===== src/rtl/miter_ctrl_pkg.sv =====
// miter_ctrl_pkg: shared types and default constants for the miter
// controller.
//   state_e          - controller state encoding
//   *_DEF            - default parameter values for miter_ctrl
//   state_is_busy()  - true while a test sequence is in flight
package miter_ctrl_pkg;

   localparam int RUN_CYCLES_DEF  = 12;
   localparam int HOLD_CYCLES_DEF = 3;
   localparam int CNT_W_DEF       = 8;

   typedef enum logic [2:0] {
      S_IDLE,
      S_RST,
      S_RUN1,
      S_HOLD,
      S_RUN2,
      S_DONE
   } state_e;

   function automatic logic state_is_busy(state_e s);
      return (s == S_RST) || (s == S_RUN1) || (s == S_HOLD) || (s == S_RUN2);
   endfunction

endpackage


===== src/rtl/miter_ctrl_phase_timer.sv =====
// phase_timer: per-phase cycle counter for the miter controller.
// Ports:
//   clk, reset   - clock, synchronous active-high reset
//   load         - force count to 0 (first cycle of a new phase)
//   en           - advance count by one
//   limit        - phase length in cycles (1..2^CNT_W-1)
//   count        - current position inside the phase
//   expire       - high on the last cycle of the phase (count == limit-1)
module phase_timer #(
   parameter int CNT_W = 8
) (
   input  logic             clk,
   input  logic             reset,
   input  logic             load,
   input  logic             en,
   input  logic [CNT_W-1:0] limit,
   output logic [CNT_W-1:0] count,
   output logic             expire
);

   localparam logic [CNT_W-1:0] ONE = CNT_W'(1);

   logic [CNT_W-1:0] count_q, count_d;

   always_comb begin
      count_d = count_q;
      if (load)
         count_d = '0;
      else if (en)
         count_d = count_q + ONE;
   end

   always_ff @(posedge clk) begin
      if (reset)
         count_q <= '0;
      else
         count_q <= count_d;
   end

   assign count  = count_q;
   // limit >= 1, so count never passes limit-1 while a phase is active
   assign expire = (count_q == (limit - ONE));

endmodule


===== src/rtl/miter_ctrl.sv =====
// miter_ctrl: sequences one equivalence test of a miter: a one-cycle reset
// pulse, a RUN1 phase, an optional enable-low HOLD phase, a RUN2 phase,
// then a one-cycle DONE with the pass/fail verdict. The first mismatch
// seen in a run/hold phase aborts straight to DONE.
// Optional feature: define MITER_CTRL_HOLD_EN to include the HOLD phase;
// without it RUN1 flows directly into RUN2 and HOLD_CYCLES is unused.
// Ports:
//   clk, reset   - clock, synchronous active-high reset
//   start        - launch request, only honoured in IDLE
//   m_out        - mismatch flag from the miter
//   dut_enable   - miter enable (RUN1/RUN2)
//   dut_reset    - miter reset (RST state, or while reset is high)
//   busy         - sequence in progress (RST..RUN2)
//   done         - one-cycle end-of-sequence pulse
//   pass         - verdict of last sequence, held until next start
//   fail_cycle   - cycle_cnt at the first mismatch
//   cycle_cnt    - saturating cycles since leaving RST
module miter_ctrl
   import miter_ctrl_pkg::*;
#(
   parameter int RUN_CYCLES  = RUN_CYCLES_DEF,
   parameter int HOLD_CYCLES = HOLD_CYCLES_DEF,
   parameter int CNT_W       = CNT_W_DEF
) (
   input  logic             clk,
   input  logic             reset,
   input  logic             start,
   input  logic             m_out,
   output logic             dut_enable,
   output logic             dut_reset,
   output logic             busy,
   output logic             done,
   output logic             pass,
   output logic [CNT_W-1:0] fail_cycle,
   output logic [CNT_W-1:0] cycle_cnt
);

   localparam logic [CNT_W-1:0] RUN_LIM  = CNT_W'(RUN_CYCLES);
   localparam logic [CNT_W-1:0] HOLD_LIM = CNT_W'(HOLD_CYCLES);
   localparam logic [CNT_W-1:0] ONE      = CNT_W'(1);

   state_e           state_q, state_d;
   logic             pass_q, pass_d;
   logic [CNT_W-1:0] fail_cycle_q, fail_cycle_d;
   logic [CNT_W-1:0] cycle_cnt_q, cycle_cnt_d;

   logic             ph_load, ph_en, ph_expire;
   logic [CNT_W-1:0] ph_limit, ph_count;

   phase_timer #(.CNT_W(CNT_W)) u_phase_timer (
      .clk    (clk),
      .reset  (reset),
      .load   (ph_load),
      .en     (ph_en),
      .limit  (ph_limit),
      .count  (ph_count),
      .expire (ph_expire)
   );

   always_comb begin
      state_d      = state_q;
      pass_d       = pass_q;
      fail_cycle_d = fail_cycle_q;
      cycle_cnt_d  = cycle_cnt_q;
      ph_en        = 1'b0;
      ph_limit     = RUN_LIM;

      case (state_q)
         S_IDLE: begin
            if (start) begin
               state_d      = S_RST;
               pass_d       = 1'b0;
               fail_cycle_d = '0;
               cycle_cnt_d  = '0;
            end
         end
         S_RST: begin
            state_d     = S_RUN1;
            cycle_cnt_d = '0;
         end
         S_RUN1, S_HOLD, S_RUN2: begin
            ph_en = 1'b1;
            if (state_q == S_HOLD)
               ph_limit = HOLD_LIM;
            if (cycle_cnt_q != '1)
               cycle_cnt_d = cycle_cnt_q + ONE;
            // a mismatch wins over a phase boundary in the same cycle
            if (m_out) begin
               state_d      = S_DONE;
               fail_cycle_d = cycle_cnt_q;
               pass_d       = 1'b0;
            end else if (ph_expire) begin
               if (state_q == S_RUN1) begin
`ifdef MITER_CTRL_HOLD_EN
                  state_d = S_HOLD;
`else
                  state_d = S_RUN2;
`endif
               end else if (state_q == S_HOLD) begin
                  state_d = S_RUN2;
               end else begin
                  state_d = S_DONE;
                  pass_d  = 1'b1;
               end
            end
         end
         S_DONE:  state_d = S_IDLE;
         default: state_d = S_IDLE;
      endcase
   end

   // every state change starts a new phase at count 0
   assign ph_load = (state_d != state_q);

   always_ff @(posedge clk) begin
      if (reset) begin
         state_q      <= S_IDLE;
         pass_q       <= 1'b0;
         fail_cycle_q <= '0;
         cycle_cnt_q  <= '0;
      end else begin
         state_q      <= state_d;
         pass_q       <= pass_d;
         fail_cycle_q <= fail_cycle_d;
         cycle_cnt_q  <= cycle_cnt_d;
      end
   end

   assign dut_enable = (state_q == S_RUN1) || (state_q == S_RUN2);
   // reset input is passed through so the miter is held in reset with us
   assign dut_reset  = reset || (state_q == S_RST);
   assign busy       = state_is_busy(state_q);
   assign done       = (state_q == S_DONE);
   assign pass       = pass_q;
   assign fail_cycle = fail_cycle_q;
   assign cycle_cnt  = cycle_cnt_q;

endmodule


===== config.mk =====
export PLATFORM = sky130hd
export DESIGN_NAME = miter_ctrl
export DESIGN_NICKNAME = d
export VERILOG_FILES = /design/src/rtl/miter_ctrl_pkg.sv /design/src/rtl/miter_ctrl_phase_timer.sv /design/src/rtl/miter_ctrl.sv
export SDC_FILE = /design/constraint.sdc
export NUM_CORES = 1
export LEC_CHECK = 0
export BUFFER_PORTS_ARGS = -buffer_cell sky130_fd_sc_hd__buf_2
export CORE_UTILIZATION = 55
export DETAILED_ROUTE_END_ITERATION = 10
export HOLD_SLACK_MARGIN = 0.15
export PLACE_DENSITY = 0.82
export SLEW_MARGIN = 20
export SYNTH_ARGS = -nofsm -noshare
export SYNTH_HDL_FRONTEND = slang
export SYNTH_SLANG_ARGS = --single-unit
export TNS_END_PERCENT = 10

===== constraint.sdc =====
create_clock -name clk -period 1.95 [get_ports clk]
set_input_delay 0.195 -clock clk [delete_from_list [all_inputs] [get_ports clk]]
set_output_delay 0.195 -clock clk [all_outputs]
set_load 0.1 [all_outputs]

# Yosys cells after proc, flatten, opt, wreduce, memory -nomap -nowiden
# Index checks and enable logic that the tools add are counted.
# Widths: inputs -> output; s select.
totals:
  word_cells: 55
  latch_bits: 0
  memories: 0
  output_inout_bits: 21
  register_bits: 28
  rom_bits: 0
  ram_bits: 0
  in_bits: 4
op_classes:
  bitwise_logic: 0
  add_sub_neg: 3
  n_reduce_logical: 13
  mul: 0
  n_shift: 0
  div: 0
  mux: 20
  n_eq_ne: 14
  n_lt_le_gt_ge: 0
ops:
  columns: ["operator", "n"]
  rows:
  - ["$mux 8", 3]
  - ["$pmux 8 s3", 1]
  - ["$add 8x1->8 const B", 2]
  - ["$pmux 8 s2", 1]
  - ["$mux 3", 3]
  - ["$ne 3x3->1 const B", 3]
  - ["$pmux 3 s3", 1]
  - ["$eq 8x8->1", 1]
  - ["$mux 1", 8]
  - ["$mux 4", 2]
  - ["$ne 8x8->1 const B", 1]
  - ["$eq 3x2->1 const B", 2]
  - ["$eq 3x3->1 const B", 2]
  - ["$ne 2x2->1 const B", 3]
  - ["$reduce_and 3->1", 2]
  - ["$logic_or 1x1->1", 5]
  - ["$reduce_and 5->1", 1]
  - ["$sub 4x1->5 const B", 1]
  - ["$eq 3x1->1 const B", 1]
  - ["$logic_not 3->1", 1]
  - ["$ne 3x3->1", 1]
  - ["$reduce_bool 3->1", 1]
  - ["$reduce_or 3->1", 1]
  - ["$pmux 1 s2", 1]
  - ["2 further kinds", 2]

# Logic depth before layout (Yosys ltp)
# Gate-level depths: netlist of run 1.
logic_depth:
  depth_word: 10
  depth_mapped: 7
  depth_no_buf: 5

# Hierarchy
# Synthesis of run 1 repeated with hierarchy kept, for this count alone.
unflattened:
  cells_unflattened: 202
  hier_area_um2: 1640.3
modules_own_cells:
  columns: ["mod", "cells_each", "area_each_um2", "seq_area_each_um2", "instances"]
  rows:
  - ["miter_ctrl", 131, 1052.3, 400.4, 1]
  - ["phase_timer", 71, 588.1, 160.2, 1]

# Worst setup path after synthesis of run 1
# Ideal clock, no wire load.
synth_path:
  kind: "reg2out"
  startpoint: "register state_q[0]"
  endpoint: "output port busy"
  path_stages_with_launch: 5
  setup_slack_ns: -0.621
  arrival_time_ns: 2.376
  path_buffers: 2
  required_time_ns: 1.755
  path_cell_list: "dfxtp_1 > buf_2 > clkbuf_1 > nor2_1 > xnor2_1"
synth_between:
  elab_chain_len: 4
  elab_cells_between_ends: 7
  cone_classes: "4 x eq/ne; 3 x reduce/logical"
synth_rtl:
  columns: ["element", "line", "text"]
  rows:
  - ["from (decl)", "miter_ctrl.sv:42", "state_e state_q, state_d;"]
  - ["from (signal assigned)", "miter_ctrl.sv:122", "state_q <= state_d;"]
  - ["$eq 3x1->1 or $eq 3x2->1 (tied branches)", "miter_ctrl_pkg.sv:22", "return (s == S_RST) || (s == S_RUN1) || (s == S_HOLD) || (s == S_RUN2);"]
  - ["$logic_or 1x1->1 (2 in a row)", "miter_ctrl_pkg.sv:22", null]
  - ["$logic_or 1x1->1 (*)", "miter_ctrl_pkg.sv:22", null]
  - ["to (decl)", "miter_ctrl.sv:31", "output logic busy,"]
# Every way passes the cells marked *; elsewhere a longest branch is shown, timed or not.

# Worst setup path in the final report of run 1
layout_path:
  startpoint: "register state_q[1]"
  endpoint: "output port busy"
# Same word-level chain as after synthesis.

==> results.cfg, run 1 <==
[run_status]
status = finished, final reports clean

[clocking]
worst_skew_pair.late_latency_ns = 0.33
h-tree-depth = 1
cts_max_path_buffers = 2
ctsHoldBuffers = 0
cts_root_buf = clkbuf_4
cts-buffers-inserted = 3
cts_tree = done
numClockSinks = 28
clk_transition_reported_paths_ns = 0.15

[layout]
syn2layout_area_growth_pct = 10.8
finish.net_count = 210
layout-drive-gt1-share_pct = 19.3
finalInstanceArea_mm2 = 0.00168
fin_util_pct = 65.9
layout.filler_cells = 240
finalNonFillerCells = 232
antennaDiodeCount = 0

[routing]
drtPass1Iterations = 4
detailed_route_vias_per_instance = 6.25
remaining_drc_errors = 0
wirelength_mm = 3.51
wl_per_cell_um = 15.1
num_vias = 1451
antenna_violating_nets_post_route = 0
first_iter_violations = 46

[die]
fp.dieArea_mm2 = 0.00296
core_area_mm2 = 0.00254
die_h_um = 54.4
initial_core_util_pct = 59.4
floorplan.die.width_um = 54.4
std_cell_rows = 18
io_pins = 25

[logic_synthesis]
synth.area.top_cells = dfxtp_1 (37%), a21oi_1 (6.0%), nand3_1 (5.0%)
synth_top_area_cell = dfxtp_1
yosys_most_used_dff = dfxtp_1
ys_seq_elements = 28
yosys.cell_count.top_type = dfxtp_1
syn_nets = 189
avgSynthCellArea_um2 = 8.27
synth_cell_type_count = 51
seq_area_frac_synth_pct = 37.1
yosys_warnings = 0
yosys_top_cell_area_share_pct = 37.1
syn_inst = 183
synth_area_mm2 = 0.00151
synth-async-reset-ratio_pct = 0
synth_top_cells_by_count = dfxtp_1 (28), a21oi_1 (18), nor2_1 (16)
synth_enable_flop_cells = 0

[pwr]
p_leak_nw = 0.618
peakVddDrop_v = 0.000428
cellPowerDensity_mw_per_mm2 = 665
report.power.total_mw = 1.11

[setup_path]
crit_slowest_cell = dfxtp_1
cp_num_cells = 3
worst_r2r_path_cells = 4
critPathMaxFanout = 14
required_time_of_the_worst_setup_path_ns = 1.75
path_cells = nor2_1, xnor2_2, buf_2
reg_to_reg_endpoint = fail_cycle[1]
worstSetupPathType = register to output port
critical_path.startpoint_type = register
setup.worst_path.start = state_q[1]
worstReg2RegStart = state_q[1]
worst_setup_path_end_kind = output port
endpoint = busy
critical_path_buf_inv_count = 1
cp_slowest_stage_delay_ns = 0.60
timing.critical_path.max_delay_family = flip-flops
timing.reg2reg.setup_slack_ns = 0.15
arrival_ns = 1.67

[sta]
slew-limit-headroom_pct = 64.7
report.final.hold_viol_count = 0
post-route-period-util_pct = 95.5
setup_violations = 0
worst_slew_pin_slew_ns = 0.522
timing.fmax_mhz = 537
worst_clock_skew_ns = 0.00960
fin_hold_ws_ns = 0.225
sum_neg_setup_slack_ns = 0
grt_setup_unrepaired = no
setup_ws_ns = 0.0881
slew_violations = 0
fin_crit_ns = 1.86

[hold_path]
min_path_type = input port to register

[placement]
gp_congestion = 0.977
post-dp-hpwl_mm = 2.57
placed_cell_area_mm2 = 0.00165
port_buffers = 24
dp_slack_ns = 0.158
cell_count_after_placement = 229

[run]
maxCapViolCount = 0

[global_routing]
grt_antenna_before_repair = 0
grt_pass1_wl_mm = 5.54
grt_usage_pct = 26.2
global_route.overflow_total = 0
via_count_of_the_first_global_routing_pass = 1150
grt_max_degree = 19
-- area by class of cell --
type	count	area, µm²	area share, %
clock buffers	3	22.5	1.34
inverters	2	7.51	0.448
multi-input cells	142	900	53.7
flip-flops and latches	28	562	33.5
well taps	30	37.5	2.24
repair buffers	27	148	8.81
-- flip-flops by register name, summed over array words and instances, names as in the netlist --
name and count:
pass 1, fail_cycle 8, state_q 3, u_phase_timer.count 8
cycle_cnt 8
-- worst min path at each step --
stage / from / endpoint / slack (ns) / depth (start not counted)
3_5_place_dp: fail_cycle[4] / fail_cycle[4] / 0.46 / 2
2_1_floorplan: reset / state_q[2] / 0.27 / 1
6_report: m_out / state_q[2] / 0.22 / 3
4_1_cts: reset / fail_cycle[4] / 0.22 / 2
5_1_grt: reset / fail_cycle[4] / 0.22 / 2
3_3_place_gp: fail_cycle[7] / fail_cycle[7] / 0.45 / 2
-- layout by cell type, fill, tap and decap left out, drive strengths merged, types with 4 or more instances in the layout --
cell	Yosys	final
dfxtp	28	28
buf	5	26
a21oi	19	19
nor2	16	16
nand2	15	15
nand3	15	15
o211ai	8	8
xor2	6	6
o21ai	6	6
o2111ai	5	5
and3	4	4
clkbuf	6	4
-- worst min-delay path, delay by kind of cell --
kind | cells | cell delay, ns
compound gates | 1 | 0.08
simple gates | 1 | 0.09
buf+inv | 1 | 0.15
-- power by group --
group | leakage [nW] | total, mW | internal [mW] | switching, mW
combinational | 0.378 | 0.267 | 0.0674 | 0.199
clock | 0.0138 | 0.238 | 0.0726 | 0.166
sequential | 0.226 | 0.609 | 0.582 | 0.0273
total | 0.618 | 1.11 | 0.722 | 0.392
-- metal layers --
| layer | track usage, % | part of all wire [%] |
|---|---|---|
| met2 | 40.4 | 46 |
| met5 | 0 | 0 |
| met1 | 37.5 | 48 |
| met3 | 3.33 | 4.7 |
| met4 | 8.55 | 0.48 |
-- logic make-up (layout without fill, tap and decap cells) --
logic type	after synthesis	in the layout	synth area share [%]
AO/OA/AOI/OAI	55	55	25.1
flip-flops	28	28	37.1
XOR/XNOR	9	9	5.21
AND/OR/NAND/NOR	76	76	27.0
adder cells (fa/ha/maj)	2	2	1.65
buffers and inverters	13	32	3.97
-- what timing repair did --
action / in CTS / in global routing
buffers inserted: 0 / 0
resized for setup: 1 / 3
setup endpoints to repair: 2 / 2
Power figures use the tool's default switching activity.
==> run 2, diff against run 1 <==
--- a/config.mk
+++ b/config.mk
@@ -6,12 +6,13 @@
 export NUM_CORES = 1
 export LEC_CHECK = 0
 export BUFFER_PORTS_ARGS = -buffer_cell sky130_fd_sc_hd__buf_2
-export CORE_UTILIZATION = 55
+export CORE_UTILIZATION = 56
 export DETAILED_ROUTE_END_ITERATION = 10
 export HOLD_SLACK_MARGIN = 0.15
-export PLACE_DENSITY = 0.82
+export PLACE_DENSITY = 0.83
 export SLEW_MARGIN = 20
 export SYNTH_ARGS = -nofsm -noshare
 export SYNTH_HDL_FRONTEND = slang
+export SYNTH_HIERARCHICAL = 1
 export SYNTH_SLANG_ARGS = --single-unit
 export TNS_END_PERCENT = 10
==> run 2 against run 1 <==
Net effect:
- the run now ends with negative setup slack left
- clock skew fell by 0.0058 ns
- utilization grew 14 points
- area after synthesis grew 8.4%
- critical path type is now register to register
- highest routed layer unchanged
==> results.cfg, run 2 <==
[routing]
first_iter_violations = 116
remaining_drc_errors = 0
detailed_route_vias_per_instance = 6.06
num_vias = 1703
wl_per_cell_um = 15.5
drtPass1Iterations = 4
wirelength_mm = 4.35
antenna_violating_nets_post_route = 0

[clocking]
ctsHoldBuffers = 0
cts_max_path_buffers = 2
clk_transition_reported_paths_ns = 0.16
cts_root_buf = clkbuf_4
worst_skew_pair.late_latency_ns = 0.33
h-tree-depth = 1
cts-buffers-inserted = 3
cts_tree = done
numClockSinks = 28

[logic_synthesis]
synth_cell_type_count = 53
yosys_warnings = 6
yosys.cell_count.top_type = dfxtp_1
syn_inst = 202
synth_area_mm2 = 0.00164
synth_enable_flop_cells = 0
synth.area.top_cells = dfxtp_1 (34%), a21oi_1 (4.6%), nand2_1 (4.3%)
synth_top_cells_by_count = dfxtp_1 (28), nand2_1 (19), nor2_1 (18)
seq_area_frac_synth_pct = 34.2
ys_seq_elements = 28
synth-async-reset-ratio_pct = 0
yosys_top_cell_area_share_pct = 34.2
avgSynthCellArea_um2 = 8.12
yosys_most_used_dff = dfxtp_1
synth_top_area_cell = dfxtp_1

[placement]
post-dp-hpwl_mm = 3.17
placed_cell_area_mm2 = 0.00204
gp_congestion = 0.861
port_buffers = 24

[sta]
post-route-period-util_pct = 125
fin_crit_ns = 2.43
slew_violations = 0
worst_clock_skew_ns = 0.00376
setup_violations = 12
timing.fmax_mhz = 412
report.final.hold_viol_count = 0
setup_ws_ns = -0.479
fin_hold_ws_ns = 0.225
grt_setup_unrepaired = yes

[run_status]
status = complete, but fails checks
violations_in_the_final_reports = negative setup slack

[global_routing]
grt_pass1_wl_mm = 7.11
grt_usage_pct = 28.5
global_route.overflow_total = 0
grt_antenna_before_repair = 0
grt_max_degree = 18
via_count_of_the_first_global_routing_pass = 1607

[layout]
layout-drive-gt1-share_pct = 34.8
mostFrequentLayoutCells = dfxtp_1 (25), buf_2 (23), buf_4 (21), nand2_1 (18), nor2_1 (15)
finish.net_count = 258
antennaDiodeCount = 0
finalInstanceArea_mm2 = 0.00220
layout_commonest_cell = dfxtp_1
syn2layout_area_growth_pct = 33.9

[die]
std_cell_rows = 19
io_pins = 25
floorplan.die.width_um = 56.1
core_area_mm2 = 0.00276
die_h_um = 56.1
fp.dieArea_mm2 = 0.00315
initial_core_util_pct = 59.5

[setup_path]
cp_slowest_stage_delay_ns = 0.36
worstSetupPathType = register to register
required_time_of_the_worst_setup_path_ns = 2.20
critPathMaxFanout = 8
path_cells = nor2b_4, nand2_8, or3_4, nor3b_4, xnor2_2, a2111oi_4, nor2_2, a21oi_2, a2bb2oi_1, or2_4, nor2_1
worst_setup_path_end_kind = register
crit_slowest_cell = dfxtp_2
critical_path.startpoint_type = register
arrival_ns = 2.68

[pwr]
peakVddDrop_v = 0.000565
cellPowerDensity_mw_per_mm2 = 614
p_leak_nw = 0.911

[run]
maxCapViolCount = 0

[hold_path]
min_path_type = input port to register
## run 2: final timing paths
| kind | endpoint | slack [ns] | startpoint | cells past startpoint |
|---|---|---|---|---|
| worst max-delay path | u_phase_timer/count[6] | -0.48 | state_q[1] | 11 |
| worst min-delay path | fail_cycle[5] | 0.23 | reset | 2 |
| worst max register to register | u_phase_timer/count[6] | -0.48 | state_q[1] | 11 |
| worst min register to register | fail_cycle[5] | 0.47 | fail_cycle[5] | 2 |
## run 2: stage by stage
step | total power [mW] | cells | setup WS, ns | TNS, ns | utilization, %
floorplan | 0.861 | 210 | -0.563 | -7.46 | -
global placement | 0.933 | 275 | -0.481 | -4.85 | 74.0
detailed placement | 0.945 | 275 | -0.620 | -6.36 | 74.0
CTS | 1.33 | 281 | -0.539 | -5.80 | 78.0
global route | 1.39 | 281 | -0.609 | -6.68 | 79.7
finish | 1.35 | 281 | -0.479 | -5.10 | 79.7
## run 2: per-layer routing
layer  up-vias  wire length [µm]  GRT usage, %
met5         -                 0             0
met2        67              2200          50.3
met1       797              1840          33.7
li1        823                 -             -
met4         0               119          13.6
met3        16               190          3.95
## run 2: power breakdown
part	switching (mW)	total, mW	internal (mW)
logic	0.249	0.363	0.114
clock network	0.183	0.391	0.208
registers	0.0102	0.594	0.584
total	0.443	1.35	0.906
## run 2: timing repair
| action | CTS | global route |
|---|---|---|
| endpoints found under the setup margin | 13 | 13 |
| gates resized for setup | 12 | 7 |
| buffers inserted | 2 | 0 |
| gates cloned | 0 | 0 |
| pin swaps | 12 | 8 |
## run 2: cells by family (layout without fill, tap and decap cells)
kind of cell | after synthesis | count (layout) | share of synthesized area, %
AOI/OAI and AO/OA | 46 | 46 | 19.2
xor gates and xnor gates | 12 | 12 | 6.41
adders and majority gates | 3 | 3 | 2.29
buffers and inverters | 16 | 56 | 4.12
DFF | 28 | 28 | 34.2
muxes | 4 | 4 | 2.52
other | 1 | 9 | 0.229
and+or+nand+nor | 92 | 92 | 31.0
## run 2: final cells by class
type / instances / area (µm²)
clock inverters: 1 / 30.0
fillers: 185 / 561
flip-flops and latches: 28 / 564
clock buffers: 3 / 22.5
well taps: 31 / 38.8
repair buffers: 46 / 304
multi-input cells: 166 / 1200
inverters: 6 / 35.0
## run 2: worst max-delay path, delay by kind of cell, from the launching register on
kind / cells / cell delay [ns]
DFF: 1 / 0.36
and+or+nand+nor: 7 / 1.22
AOI/OAI and AO/OA: 3 / 0.67
xor gates and xnor gates: 1 / 0.10
